`src/rtl/udp_cmd_rx_if.sv`:
```
// GMII receive byte stream as delivered by the RGMII-to-GMII adapter.
interface udp_cmd_rx_if;
    logic       gmii_rx_dv;
    logic       gmii_rx_er;
    logic [7:0] gmii_rxd;

    modport master (output gmii_rx_dv, gmii_rx_er, gmii_rxd);
    modport slave  (input  gmii_rx_dv, gmii_rx_er, gmii_rxd);
endinterface

```
`src/rtl/udp_cmd_rx.sv`:
```
// Parses host Ethernet/IPv4/UDP command frames and latches host MAC, host IP and mode.
// Filter misses are silently ignored; malformed or errored frames bump drop_cnt once.
module udp_cmd_rx #(
    parameter logic [47:0] BOARD_MAC  = 48'h00_11_22_33_44_55,
    parameter logic [31:0] BOARD_IP   = 32'hC0_A8_00_02,
    parameter logic [15:0] BOARD_PORT = 16'd1234,
    parameter logic [47:0] DEF_PC_MAC = 48'hFF_FF_FF_FF_FF_FF,
    parameter logic [31:0] DEF_PC_IP  = 32'hC0_A8_00_03,
    parameter logic [7:0]  MAGIC      = 8'h5A
) (
    input  logic        clk,
    input  logic        rst_n,
    udp_cmd_rx_if.slave rx,
    output logic [47:0] pc_mac,
    output logic [31:0] pc_ip,
    output logic [1:0]  mode,
    output logic        cmd_valid,
    output logic [7:0]  drop_cnt
);

    typedef enum logic [2:0] {
        IDLE, PREAMBLE, ETH_HDR, IP_HDR, UDP_HDR, PAYLOAD, WAIT_END, COMMIT
    } state_t;

    state_t      state;
    logic [10:0] byte_cnt;
    logic        armed, good, err, bad, uni_ok, bc_ok;
    logic [47:0] sh_mac;
    logic [31:0] sh_ip;
    logic [1:0]  sh_mode;
    logic [7:0]  mac_b, ip_b, d;
    logic        dv, er, in_hdr;

    assign dv = rx.gmii_rx_dv;
    assign er = rx.gmii_rx_er;
    assign d  = rx.gmii_rxd;
    assign in_hdr = state inside {PREAMBLE, ETH_HDR, IP_HDR, UDP_HDR, PAYLOAD};

    always_comb begin
        mac_b = '0;
        ip_b  = '0;
        case (byte_cnt[2:0])
            3'd0:    mac_b = BOARD_MAC[47:40];
            3'd1:    mac_b = BOARD_MAC[39:32];
            3'd2:    mac_b = BOARD_MAC[31:24];
            3'd3:    mac_b = BOARD_MAC[23:16];
            3'd4:    mac_b = BOARD_MAC[15:8];
            3'd5:    mac_b = BOARD_MAC[7:0];
            default: mac_b = '0;
        endcase
        case (byte_cnt[1:0])
            2'd0: ip_b = BOARD_IP[31:24];
            2'd1: ip_b = BOARD_IP[23:16];
            2'd2: ip_b = BOARD_IP[15:8];
            2'd3: ip_b = BOARD_IP[7:0];
        endcase
    end

    always_ff @(posedge clk or negedge rst_n) begin
        if (!rst_n) begin
            state     <= IDLE;
            byte_cnt  <= '0;
            armed     <= 1'b0;
            good      <= 1'b0;
            err       <= 1'b0;
            bad       <= 1'b0;
            uni_ok    <= 1'b0;
            bc_ok     <= 1'b0;
            sh_mac    <= '0;
            sh_ip     <= '0;
            sh_mode   <= '0;
            pc_mac    <= DEF_PC_MAC;
            pc_ip     <= DEF_PC_IP;
            mode      <= '0;
            cmd_valid <= 1'b0;
            drop_cnt  <= '0;
        end else begin
            cmd_valid <= 1'b0;
            // armed stays low after reset until the line goes idle, so an interrupted frame's tail is skipped
            if (!dv) armed <= 1'b1;
            if (dv && byte_cnt != '1) byte_cnt <= byte_cnt + 11'd1;

            if (in_hdr && !dv) begin
                state    <= IDLE;
                byte_cnt <= '0;
                if (drop_cnt != 8'hFF) drop_cnt <= drop_cnt + 8'd1;
            end else if (in_hdr && er) begin
                err      <= 1'b1;
                state    <= WAIT_END;
                byte_cnt <= '0;
            end else begin
                case (state)
                    IDLE: begin
                        good     <= 1'b0;
                        err      <= 1'b0;
                        bad      <= 1'b0;
                        byte_cnt <= '0;
                        if (armed && dv) state <= (d == 8'h55) ? PREAMBLE : WAIT_END;
                    end
                    PREAMBLE: begin
                        if (d == 8'hD5) begin
                            state    <= ETH_HDR;
                            byte_cnt <= '0;
                            uni_ok   <= 1'b1;
                            bc_ok    <= 1'b1;
                        end else if (d != 8'h55) begin
                            bad      <= 1'b1;
                            state    <= WAIT_END;
                            byte_cnt <= '0;
                        end
                    end
                    ETH_HDR: begin
                        if (byte_cnt < 11'd6) begin
                            uni_ok <= uni_ok && (d == mac_b);
                            bc_ok  <= bc_ok && (d == 8'hFF);
                            if (byte_cnt == 11'd5 && !((uni_ok && d == mac_b) || (bc_ok && d == 8'hFF))) begin
                                state    <= WAIT_END;
                                byte_cnt <= '0;
                            end
                        end else if (byte_cnt < 11'd12) begin
                            sh_mac <= {sh_mac[39:0], d};
                        end else if ((byte_cnt == 11'd12 && d != 8'h08) || (byte_cnt == 11'd13 && d != 8'h00)) begin
                            state    <= WAIT_END;
                            byte_cnt <= '0;
                        end else if (byte_cnt == 11'd13) begin
                            state    <= IP_HDR;
                            byte_cnt <= '0;
                        end
                    end
                    IP_HDR: begin
                        if (byte_cnt >= 11'd12 && byte_cnt < 11'd16) sh_ip <= {sh_ip[23:0], d};
                        if ((byte_cnt == 11'd0 && d != 8'h45) || (byte_cnt == 11'd9 && d != 8'h11) ||
                            (byte_cnt >= 11'd16 && d != ip_b)) begin
                            state    <= WAIT_END;
                            byte_cnt <= '0;
                        end else if (byte_cnt == 11'd19) begin
                            state    <= UDP_HDR;
                            byte_cnt <= '0;
                        end
                    end
                    UDP_HDR: begin
                        if ((byte_cnt == 11'd2 && d != BOARD_PORT[15:8]) || (byte_cnt == 11'd3 && d != BOARD_PORT[7:0])) begin
                            state    <= WAIT_END;
                            byte_cnt <= '0;
                        end else if (byte_cnt == 11'd7) begin
                            state    <= PAYLOAD;
                            byte_cnt <= '0;
                        end
                    end
                    PAYLOAD: begin
                        if (byte_cnt == 11'd0 && d != MAGIC) begin
                            bad      <= 1'b1;
                            state    <= WAIT_END;
                            byte_cnt <= '0;
                        end else if (byte_cnt == 11'd1) begin
                            sh_mode  <= d[1:0];
                            good     <= 1'b1;
                            state    <= WAIT_END;
                            byte_cnt <= '0;
                        end
                    end
                    WAIT_END: begin
                        if (!dv) begin
                            byte_cnt <= '0;
                            if (good && !err) begin
                                state <= COMMIT;
                            end else begin
                                state <= IDLE;
                                if ((err || bad) && drop_cnt != 8'hFF) drop_cnt <= drop_cnt + 8'd1;
                            end
                        end else if (er) begin
                            err <= 1'b1;
                        end
                    end
                    COMMIT: begin
                        pc_mac    <= sh_mac;
                        pc_ip     <= sh_ip;
                        mode      <= sh_mode;
                        cmd_valid <= 1'b1;
                        state     <= IDLE;
                        byte_cnt  <= '0;
                    end
                endcase
            end
        end
    end

endmodule

```
`src/flat_wrapper.sv`:
```
// flat-port wrapper written by rule: the top's interface ports become plain ports
module udp_cmd_rx_flat 
#(
    parameter logic [47:0] BOARD_MAC  = 48'h00_11_22_33_44_55,
    parameter logic [31:0] BOARD_IP   = 32'hC0_A8_00_02,
    parameter logic [15:0] BOARD_PORT = 16'd1234,
    parameter logic [47:0] DEF_PC_MAC = 48'hFF_FF_FF_FF_FF_FF,
    parameter logic [31:0] DEF_PC_IP  = 32'hC0_A8_00_03,
    parameter logic [7:0]  MAGIC      = 8'h5A
)
  (clk, rst_n, pc_mac, pc_ip, mode, cmd_valid, drop_cnt, rx_gmii_rx_dv, rx_gmii_rx_er, rx_gmii_rxd);
  udp_cmd_rx_if rx_i ();
  input  logic clk;
  input  logic rst_n;
  output logic [47:0] pc_mac;
  output logic [31:0] pc_ip;
  output logic [1:0] mode;
  output logic cmd_valid;
  output logic [7:0] drop_cnt;
  input wire logic [$bits(rx_i.gmii_rx_dv)-1:0] rx_gmii_rx_dv;
  input wire logic [$bits(rx_i.gmii_rx_er)-1:0] rx_gmii_rx_er;
  input wire logic [$bits(rx_i.gmii_rxd)-1:0] rx_gmii_rxd;
  assign rx_i.gmii_rx_dv = rx_gmii_rx_dv;
  assign rx_i.gmii_rx_er = rx_gmii_rx_er;
  assign rx_i.gmii_rxd = rx_gmii_rxd;
  udp_cmd_rx #(.BOARD_MAC(BOARD_MAC), .BOARD_IP(BOARD_IP), .BOARD_PORT(BOARD_PORT), .DEF_PC_MAC(DEF_PC_MAC), .DEF_PC_IP(DEF_PC_IP), .MAGIC(MAGIC)) u_core (.clk(clk), .rst_n(rst_n), .rx(rx_i), .pc_mac(pc_mac), .pc_ip(pc_ip), .mode(mode), .cmd_valid(cmd_valid), .drop_cnt(drop_cnt));
endmodule
```
`config.mk`:
```
export PLATFORM = sky130hd
export DESIGN_NAME = udp_cmd_rx_flat
export DESIGN_NICKNAME = d
export VERILOG_FILES = /design/src/rtl/udp_cmd_rx_if.sv /design/src/rtl/udp_cmd_rx.sv /design/src/flat_wrapper.sv
export SDC_FILE = /design/constraint.sdc
export NUM_CORES = 1
export LEC_CHECK = 0
export ABC_AREA = 0
export CAP_MARGIN = 20
export CORE_MARGIN = 1
export CORE_UTILIZATION = 31
export CTS_CLUSTER_SIZE = 20
export DETAILED_ROUTE_END_ITERATION = 7
export GPL_TIMING_DRIVEN = 1
export PLACE_DENSITY_LB_ADDON = 0.25
export SLEW_MARGIN = 20
export SYNTH_ARGS = -nofsm -noshare
export SYNTH_HDL_FRONTEND = slang
export SYNTH_SLANG_ARGS = --single-unit
```
`constraint.sdc`:
```
create_clock -name clk -period 6.45 [get_ports clk]
set_input_delay 0.645 -clock clk [delete_from_list [all_inputs] [get_ports clk]]
set_output_delay 0.645 -clock clk [all_outputs]
set_load 0.02 [all_outputs]
```
# After elaboration in Yosys (flattened, before gate mapping)
# Cells that the tools add are included.
# totals
reg_bits	193
in_bits	12
output_inout_bits	91
# classes
add_sub_neg	2
order_cmp	5
eq_ne	60
muxes	66
bitwise	4
reduce_logical	49
# ops
cell	n
11-bit two-way mux	17
11-bit case mux with 7 select lines	1
3-bit two-way mux	19
8-bit two-way mux	7
7-bit case mux with 5 select lines	1
11-bit by 4-bit == test with 1-bit output, second input constant	3
8-bit case mux with 4 select lines	1
5-bit != test, second input constant	6
8-bit by 7-bit != test with 1-bit output, second input constant	3
3-bit case mux with 8 select lines	1
11-bit by 2-bit == test with 1-bit output, second input constant	2
11-bit by 3-bit == test with 1-bit output, second input constant	2
5-bit AND reduction	4
3-bit == test, second input constant	6
1-bit logical AND	18
8-bit == test, second input constant	2
2-bit != test, second input constant	8
8-bit != test, second input constant	2
1-bit two-way mux	14
3-bit by 2-bit == test with 1-bit output, second input constant	4
6-bit AND reduction	2
11-bit by 1-bit adder with 11-bit output, second input constant	1
11-bit by 1-bit == test with 1-bit output, second input constant	1
11-bit by 5-bit == test with 1-bit output, second input constant	1
37 further kinds	60

# Depth between registers and ports, before layout
# depth
depth_word	12
mapped_depth	11
ltp_nobuf	9

# Worst setup path after synthesis
# Ideal clock, no wire load.
# synth_timing
path_kind	register to register
start	reg u_core.byte_cnt[0]
end	reg u_core.state[1]
setup_ns	0.128
arrival_ns	2.614
t_required_ns	6.322
slack_ns	3.708
stages_incl_launch_ff	10
n_path_buf	0
synth_period_minus_slack_ns	2.742
path_cell_list	dfrtp_1 > ha_1 > ha_1 > or2_2 > a31oi_1 > mux2_1 > or3_1 > a21oi_2 > o32ai_2 > mux2_1
# synth_between
elab_chain_cells	9
elab_cells_between_ends	58
# synth_rtl
element	line	source
from (decl)	udp_cmd_rx.sv:26	logic [10:0] byte_cnt;
from (signal assigned)	udp_cmd_rx.sv:81	if (dv && byte_cnt != '1) byte_cnt <= byte_cnt + 11'd1;
3-bit == test (tied with other cells)	udp_cmd_rx.sv:42	case (byte_cnt[2:0])
7-bit case mux with 5 select lines (tied with other cells)	udp_cmd_rx.sv:42	
8-bit by 7-bit == test with 1-bit output (tied with other cells)	udp_cmd_rx.sv:116	if (byte_cnt == 11'd5 && !((uni_ok && d == mac_b) || (bc_ok && d == 8'hFF))) begin
1-bit logical AND (tied with other cells)	udp_cmd_rx.sv:116	
1-bit logical OR (tied with other cells)	udp_cmd_rx.sv:116	
1-bit zero test (tied with other cells)	udp_cmd_rx.sv:116	
1-bit logical AND or 3-bit case mux with 8 select lines (tied branches)	udp_cmd_rx.sv:116, udp_cmd_rx.sv:92	
5-bit != test (no line) or 3-bit two-way mux (tied branches)	-	
9-bit AND reduction (no line) or 3-bit two-way mux (tied branches)	-	
to (signal assigned)	udp_cmd_rx.sv:98	if (armed && dv) state <= (d == 8'h55) ? PREAMBLE : WAIT_END;
to (decl)	udp_cmd_rx.sv:25	state_t state;
# Several ways; a longest one is shown, not always the timed one. The select of a mux whose other input is x is not followed.
# A chain may end at the register's enable or synchronous reset.

# Worst setup path after layout
# layout_timing
start	reg u_core.byte_cnt[0]
end	reg u_core.byte_cnt[10]
# layout_between
elab_chain_cells	12
elab_cells_between_ends	63
# layout_rtl
element	line	source
branches (longest 9 deep; another with 11-bit by 1-bit adder with 11-bit output)	-	
11-bit case mux with 7 select lines (*)	udp_cmd_rx.sv:92	case (state)
11-bit two-way mux (*)	udp_cmd_rx.sv:87	end else if (in_hdr && er) begin
11-bit two-way mux (*)	udp_cmd_rx.sv:83	if (in_hdr && !dv) begin
# Mark *: on every way between the ends. The select of a mux whose other input is x is not followed.

==> results.toml <==
[sta]
holdWs_ns = 0.233
setup_violations = 0
slew-limit-headroom = 0.464
slew_viol_final = 0
worstMarginPinSlew_ns = 0.804
fin_ws_ns = 3.09
setup_tns_ns = 0
clock_skew_ns = 0.0118
fin_crit_ns = 3.36
rsz0062_at_grt = "false"
clock.fmax_mhz = 297
finalHoldViolCount = 0
post-route-period-util = 0.522

[clock_tree]
clock-sinks = 193
insertion_delay_ns = 0.43
clk_pin_slew_ns = 0.08
cts_setup_buffers = 0
cts_buffers = 17
cts-root-buf = "clkbuf_16"
cts_buffer_depth = 2
cts_tree = "built"
htreeDepth = 4
hold_buffers = 0
cts_resized = 0

[floorplanning]
chipHeight_um = 168
row_count = 60
die_w_um = 168
coreArea_sq_um = 27100
die_area_sq_um = 28400
start_util = 0.317
ios = 103

[synth]
synth_ff_type = "dfrtp_1"
syn_inst = 638
synth_top_family_by_area = "multiplexers"
syn-num-nets = 658
synth_fa_ha_area_frac = 0.0117
muxShareOfSynthArea = 0.220
syn_area_per_cell_sq_um = 13.5
ys_seq_elements = 193
synth_xor_area_frac = 0.0163
ys_warn_count = 0
synthSimpleGateAreaFrac = 0.0827
ys_seq_area_frac = 0.570
synth_cell_types = 72
async_reset_ff_frac = 1.00
synth-compound-area-share = 0.0693
synth_edf_count = 0
synth_area_sq_um = 8590

[setup_path]
startpoint_type = "flop"
cp.arrival_ns = 3.70
crit_top_cell = "ha_1"
slowest_stage = "dfrtp_1"
cp.required_ns = 6.79
crit_path_end_kind = "flop"
crit_chain = "ha_1 -> ha_1 -> or2_2 -> a31oi_1 -> mux2_1 -> or3_1 -> a21oi_2 -> o21ai_2 -> a211oi_1"
cp_max_fo = 11
crit_buf_inv = 0
worstSetupPathType = "reg -> reg"
cp_slowest_stage_delay_ns = 0.50
critical-path-top-delay-family = "compound AO/OA/AOI/OAI gates"

[cells_and_area]
regArea_sq_um = 4900
fillers = 2624
syn2layout_area_growth_pct = 22.8
antenna_cells = 0
fin_cells = 1114
finalNetCount = 749
drive_gt1_frac = 0.384
multiInputGateArea_sq_um = 3440

[job]
drv_cap = 0

[placement]
dp.final_hpwl_um = 12100
dpl.cell_count = 1082
place.gp.congestion = 0.842
place_ws_ns = 2.97
portBuffers = 102

[power]
seq_power_share = 0.456
pwr_density_cell_nw_per_um2 = 281
p_sw_uw = 938
leakagePower_nw = 4.69
p_sw_frac = 0.316
internal_power_mw = 2.03
pwr-share-clk = 0.360
p_comb_frac = 0.184
ir_drop_mv = 0.147
finalPower_mw = 2.96

[route]
vias = 5312
drtIter0Drc = 257
drc = 0
final_antenna_net_count = 0
drtPass1Iterations = 4
wl_um = 18100
detail_route.wl_per_cell_um = 16.2
vias_per_cell = 4.77

[grt]
grt_max_degree = 80
overflow = 0
grt_pass1_vias = 5260
grt_pass1_wl_um = 29500
antenna_found_initial = 0
grt_use_total = 0.132

[run_status]
outcome = "finished, final reports clean"

[min_path]
hold_class = "in -> async"
## cell type report
class                   count  share of cell area
flip-flops and latches    193               0.464
multi-input cells         396               0.326
repair buffers            109               0.103
well taps                 372              0.0441
clock buffers              18              0.0427
clock inverters            14              0.0147
inverters                  12             0.00427
## synthesized netlist by cell type (all sizes together) (11+ instances only)
cell	count	area (sq um)
mux2	165	1860
dfrtp	138	3450
dfstp	55	1450
nor2	32	123
nand2	29	116
buf	23	160
clkbuf	14	52.6
nand3	14	70.1
o21ai	14	73.8
a211oi	13	148
inv	12	45.0
a21oi	11	58.8
## stage by stage
step           utilization  instance area (sq um)
5_1_grt              0.389                  10500
2_1_floorplan            -                   8590
6_report             0.389                  10500
3_3_place_gp         0.366                   9920
3_5_place_dp         0.367                   9940
4_1_cts              0.389                  10500
## cell families (layout without fill, tap and decap cells)
logic type	count (synthesis)	after routing
AND/OR/NAND/NOR	129	129
multiplexers	168	168
flip-flops	193	193
buffers and inverters	49	153
adder cells (fa/ha/maj)	8	8
AO/OA/AOI/OAI	75	75
XOR/XNOR	16	16
## layout by cell type (no fill, tap or decap), types with 3 or more instances in the layout
cell             Yosys  routed
mux2_2             161     161
dfrtp_1            138     138
clkdlybuf4s50_1      0     101
dfstp_2             55      55
nor2_1              31      31
nand2_1             28      27
clkbuf_16            0      18
nand3_1             14      13
o21ai_0             12      12
inv_1               12      11
a21oi_1             10      10
a211oi_2            10      10
a31oi_1              8       8
xor2_1               8       8
xnor2_1              8       8
ha_1                 8       8
nand4_1              7       7
inv_8                0       7
and3_1               6       6
nor3_1               6       6
buf_4                6       6
or3_1                5       5
nor2b_1              4       4
mux2_1               4       4
o21a_1               4       4
o2111ai_1            3       3
a211oi_1             3       3
mux2i_1              3       3
clkinv_4             0       3
## state kept, by name (all words and copies together), names as in the netlist
| name | flops |
|---|---|
| u_core.bad | 1 |
| u_core.state | 3 |
| u_core.byte_cnt | 11 |
| u_core.armed | 1 |
| u_core.sh_ip | 32 |
| u_core.pc_mac | 48 |
| u_core.cmd_valid | 1 |
| u_core.err | 1 |
| u_core.sh_mode | 2 |
| u_core.mode | 2 |
| u_core.good | 1 |
| u_core.sh_mac | 48 |
| u_core.drop_cnt | 8 |
| u_core.pc_ip | 32 |
| u_core.uni_ok | 1 |
| u_core.bc_ok | 1 |
## worst paths after layout
kind,startpoint,endpoint,slack (ns),cells past startpoint
worst max-delay path,u_core.byte_cnt[0]$_DFF_PN0_,u_core.byte_cnt[10]$_DFF_PN0_,3.09,9
worst min register to register,u_core.armed$_DFFE_PN0N_,u_core.armed$_DFFE_PN0N_,0.48,2
min in group clk,u_core.armed$_DFFE_PN0N_,u_core.armed$_DFFE_PN0N_,0.48,2
worst min-delay path,rst_n,u_core.pc_ip[24]$_DFFE_PN0P_,0.23,1
worst max register to register,u_core.byte_cnt[0]$_DFF_PN0_,u_core.byte_cnt[10]$_DFF_PN0_,3.09,9
max in group asynchronous,rst_n,u_core.byte_cnt[8]$_DFF_PN0_,4.98,2
## worst register-to-register path, cell delays in order (launching register included)
cell and delay [ns]:
dfrtp_1 0.50, ha_1 0.42, ha_1 0.29, or2_2 0.29, a31oi_1 0.19, mux2_1 0.37, or3_1 0.34, a21oi_2 0.28
o21ai_2 0.28, a211oi_1 0.31
## metal layers
layer  wire length (um)  share of wire  global-route usage  vias up
li1                   -              -                   -     2487
met1               8680           0.48               0.181     2693
met5                  0              0                   0        -
met3                768          0.042              0.0309       22
met2               8390           0.46               0.206      110
met4                237          0.013              0.0443        0
## power by group through the flow
stage	combinational [mW]	clock [mW]	sequential, mW
5_1_grt	0.606	1.15	1.36
6_report	0.546	1.07	1.35
4_1_cts	0.553	1.10	1.35
3_3_place_gp	0.545	0	1.38
2_1_floorplan	0.419	0	1.34
3_5_place_dp	0.551	0	1.37
No activity file was read; power rests on OpenSTA's default activity.
==> RTL edit: new RTL, config.mk and constraints unchanged <==
`BOARD_MAC` is set to 48'h00_11_22_33_44_55 in 2 places; all go to 48'h00089119A22A.
--- a/src/rtl/udp_cmd_rx.sv
+++ b/src/rtl/udp_cmd_rx.sv
@@ -1,7 +1,7 @@
 // Parses host Ethernet/IPv4/UDP command frames and latches host MAC, host IP and mode.
 // Filter misses are silently ignored; malformed or errored frames bump drop_cnt once.
 module udp_cmd_rx #(
-    parameter logic [47:0] BOARD_MAC  = 48'h00_11_22_33_44_55,
+    parameter logic [47:0] BOARD_MAC  = 48'h00089119A22A,
     parameter logic [31:0] BOARD_IP   = 32'hC0_A8_00_02,
     parameter logic [15:0] BOARD_PORT = 16'd1234,
     parameter logic [47:0] DEF_PC_MAC = 48'hFF_FF_FF_FF_FF_FF,
--- a/src/flat_wrapper.sv
+++ b/src/flat_wrapper.sv
@@ -1,7 +1,7 @@
 // flat-port wrapper written by rule: the top's interface ports become plain ports
 module udp_cmd_rx_flat 
 #(
-    parameter logic [47:0] BOARD_MAC  = 48'h00_11_22_33_44_55,
+    parameter logic [47:0] BOARD_MAC  = 48'h00089119A22A,
     parameter logic [31:0] BOARD_IP   = 32'hC0_A8_00_02,
     parameter logic [15:0] BOARD_PORT = 16'd1234,
     parameter logic [47:0] DEF_PC_MAC = 48'hFF_FF_FF_FF_FF_FF,
Formal check against the unedited RTL: same outputs for any inputs over 4 cycles, from zero or initial values and one cycle with rst_n low; that may be too few to reach the edited logic, so the function may still have changed.
==> RTL edit against the unedited design <==
The run now ends with design-rule violations left; worst setup slack got worse by 0.21 ns; synthesized area fell by 2.3%; count of clock-buffer cells in the layout fell by 1; sequential cell count did not move; global-route usage rose by 0.81 points; hold slack got worse by 0.050 ns; routed wire length rose by 2.4%; first-iteration DRC count rose by 8.2%; design area fell by 2.0%; power fell by 0.74%; sequential share of layout area rose by 0.93 points; critical path type unchanged; highest routed layer unchanged.
==> RTL edit: results (changes against the unedited design) <==
grt.total_usage_pct: 14.06  # +0.81 points
route.met3.wl_um: 755  # -1.7%
grt_pass1_wl_mm: 30.98  # +4.9%
combPwrFrac_pct: 17.9  # -0.5 points
synth_cell_types: 60  # -17%
cp_data_arrival_time_ns: 3.89  # +0.19 ns
max_slew_margin_pct: 27.09  # -19 points
reg2reg_slack_ns: 2.87  # -0.21 ns
drt_iter0_markers: 278  # +8.2%
num-fill-cells: 2467  # -6.0%
m1WireLength_mm: 8.703  # +0.28%
reg2reg_depth: 6  # -3
ys_top_cells_by_count: "165 x mux2_2, 138 x dfrtp_1, 55 x dfstp_2, 26 x clkbuf_1, 26 x nor2_1"
status: "finished with violations"
p_sw_share_pct: 31.74  # +0.12 points
grtUsageMet2_pct: 22.31  # +1.7 points
violations: "design-rule violations"
synth_area_leaders: "dfrtp_1 41%, mux2_2 22%, dfstp_2 17%"
wirelength_mm: 18.50  # +2.4%
grtUsageMet1_pct: 19.45  # +1.3 points
grt_pass1_vias: 5467  # +3.9%
fin_nets: 733  # -2.1%
first_pass_iters: 6  # +2
grt_max_degree: 79  # -1.3%
peakVddDrop_mv: 0.1799  # +22%
layout-drive-gt1-share_pct: 37.05  # -1.4 points
place_hpwl_mm: 12.72  # +5.2%
p_int_mw: 2.009  # -0.91%
drc: 6  # +6
placed_area_um2: 9709  # -2.3%
p_leak_nw: 4.570  # -2.5%
ys_seq_area_share_pct: 58.34  # +1.3 points
syn_nets: 644  # -2.1%
## RTL edit: cells by family (layout without fill, tap and decap cells)
group / after synthesis / count (layout) / synth area share (%)
AO/OA/AOI/OAI: 61 / 61 / 5.081
AND/OR/NAND/NOR: 127 / 127 / 8.553
adder cells (fa/ha/maj): 8 / 8 / 1.192
buffers and inverters: 51 / 153 / 2.727
flip-flops: 193 / 193 / 58.34
XOR/XNOR: 19 / 19 / 1.982
multiplexers: 165 / 165 / 22.13
## RTL edit: how the worst max path moves through the flow
stage | end | from | depth (start not counted) | slack [ns]
after floorplan | u_core.state[2] | u_core.byte_cnt[2] | 10 | 3.79
after global placement | u_core.byte_cnt[0] | rx_gmii_rxd[7] | 8 | 2.97
after detailed placement | u_core.byte_cnt[5] | rx_gmii_rxd[7] | 8 | 2.86
after CTS | u_core.sh_mac[31] | u_core.state[2] | 6 | 2.95
after global routing | u_core.sh_mac[12] | u_core.state[2] | 6 | 2.73
final | u_core.sh_mac[20] | u_core.state[1] | 6 | 2.87
## RTL edit: per-stage QoR
step	std cells	hold slack, ns	utilization, %
after global routing	1061	0.2127	39.34
after global placement	1028	0.4513	36.95
after detailed placement	1028	0.4571	36.95
after CTS	1060	0.1919	39.26
after floorplan	624	0.3494	-
final	1061	0.1835	39.34
## RTL edit: cell type report
cell class / instances / area (um2) / area share, %
sequential: 193 / 4898 / 47.38
inverter: 13 / 48.80 / 0.4720
clock buffer: 17 / 425.4 / 4.115
tap: 335 / 419.2 / 4.054
multi-input combinational: 380 / 3281 / 31.73
timing repair buffer: 108 / 1082 / 10.47
clock inverter: 15 / 183.9 / 1.779
## RTL edit: critical path: stages (launching register included)
cell and delay [ns]:
dfrtp_1 0.59, nor3_1 0.96, a221o_1 0.49, nand2_1 0.20
nor3b_4 0.21, buf_4 0.54, mux2_2 0.40
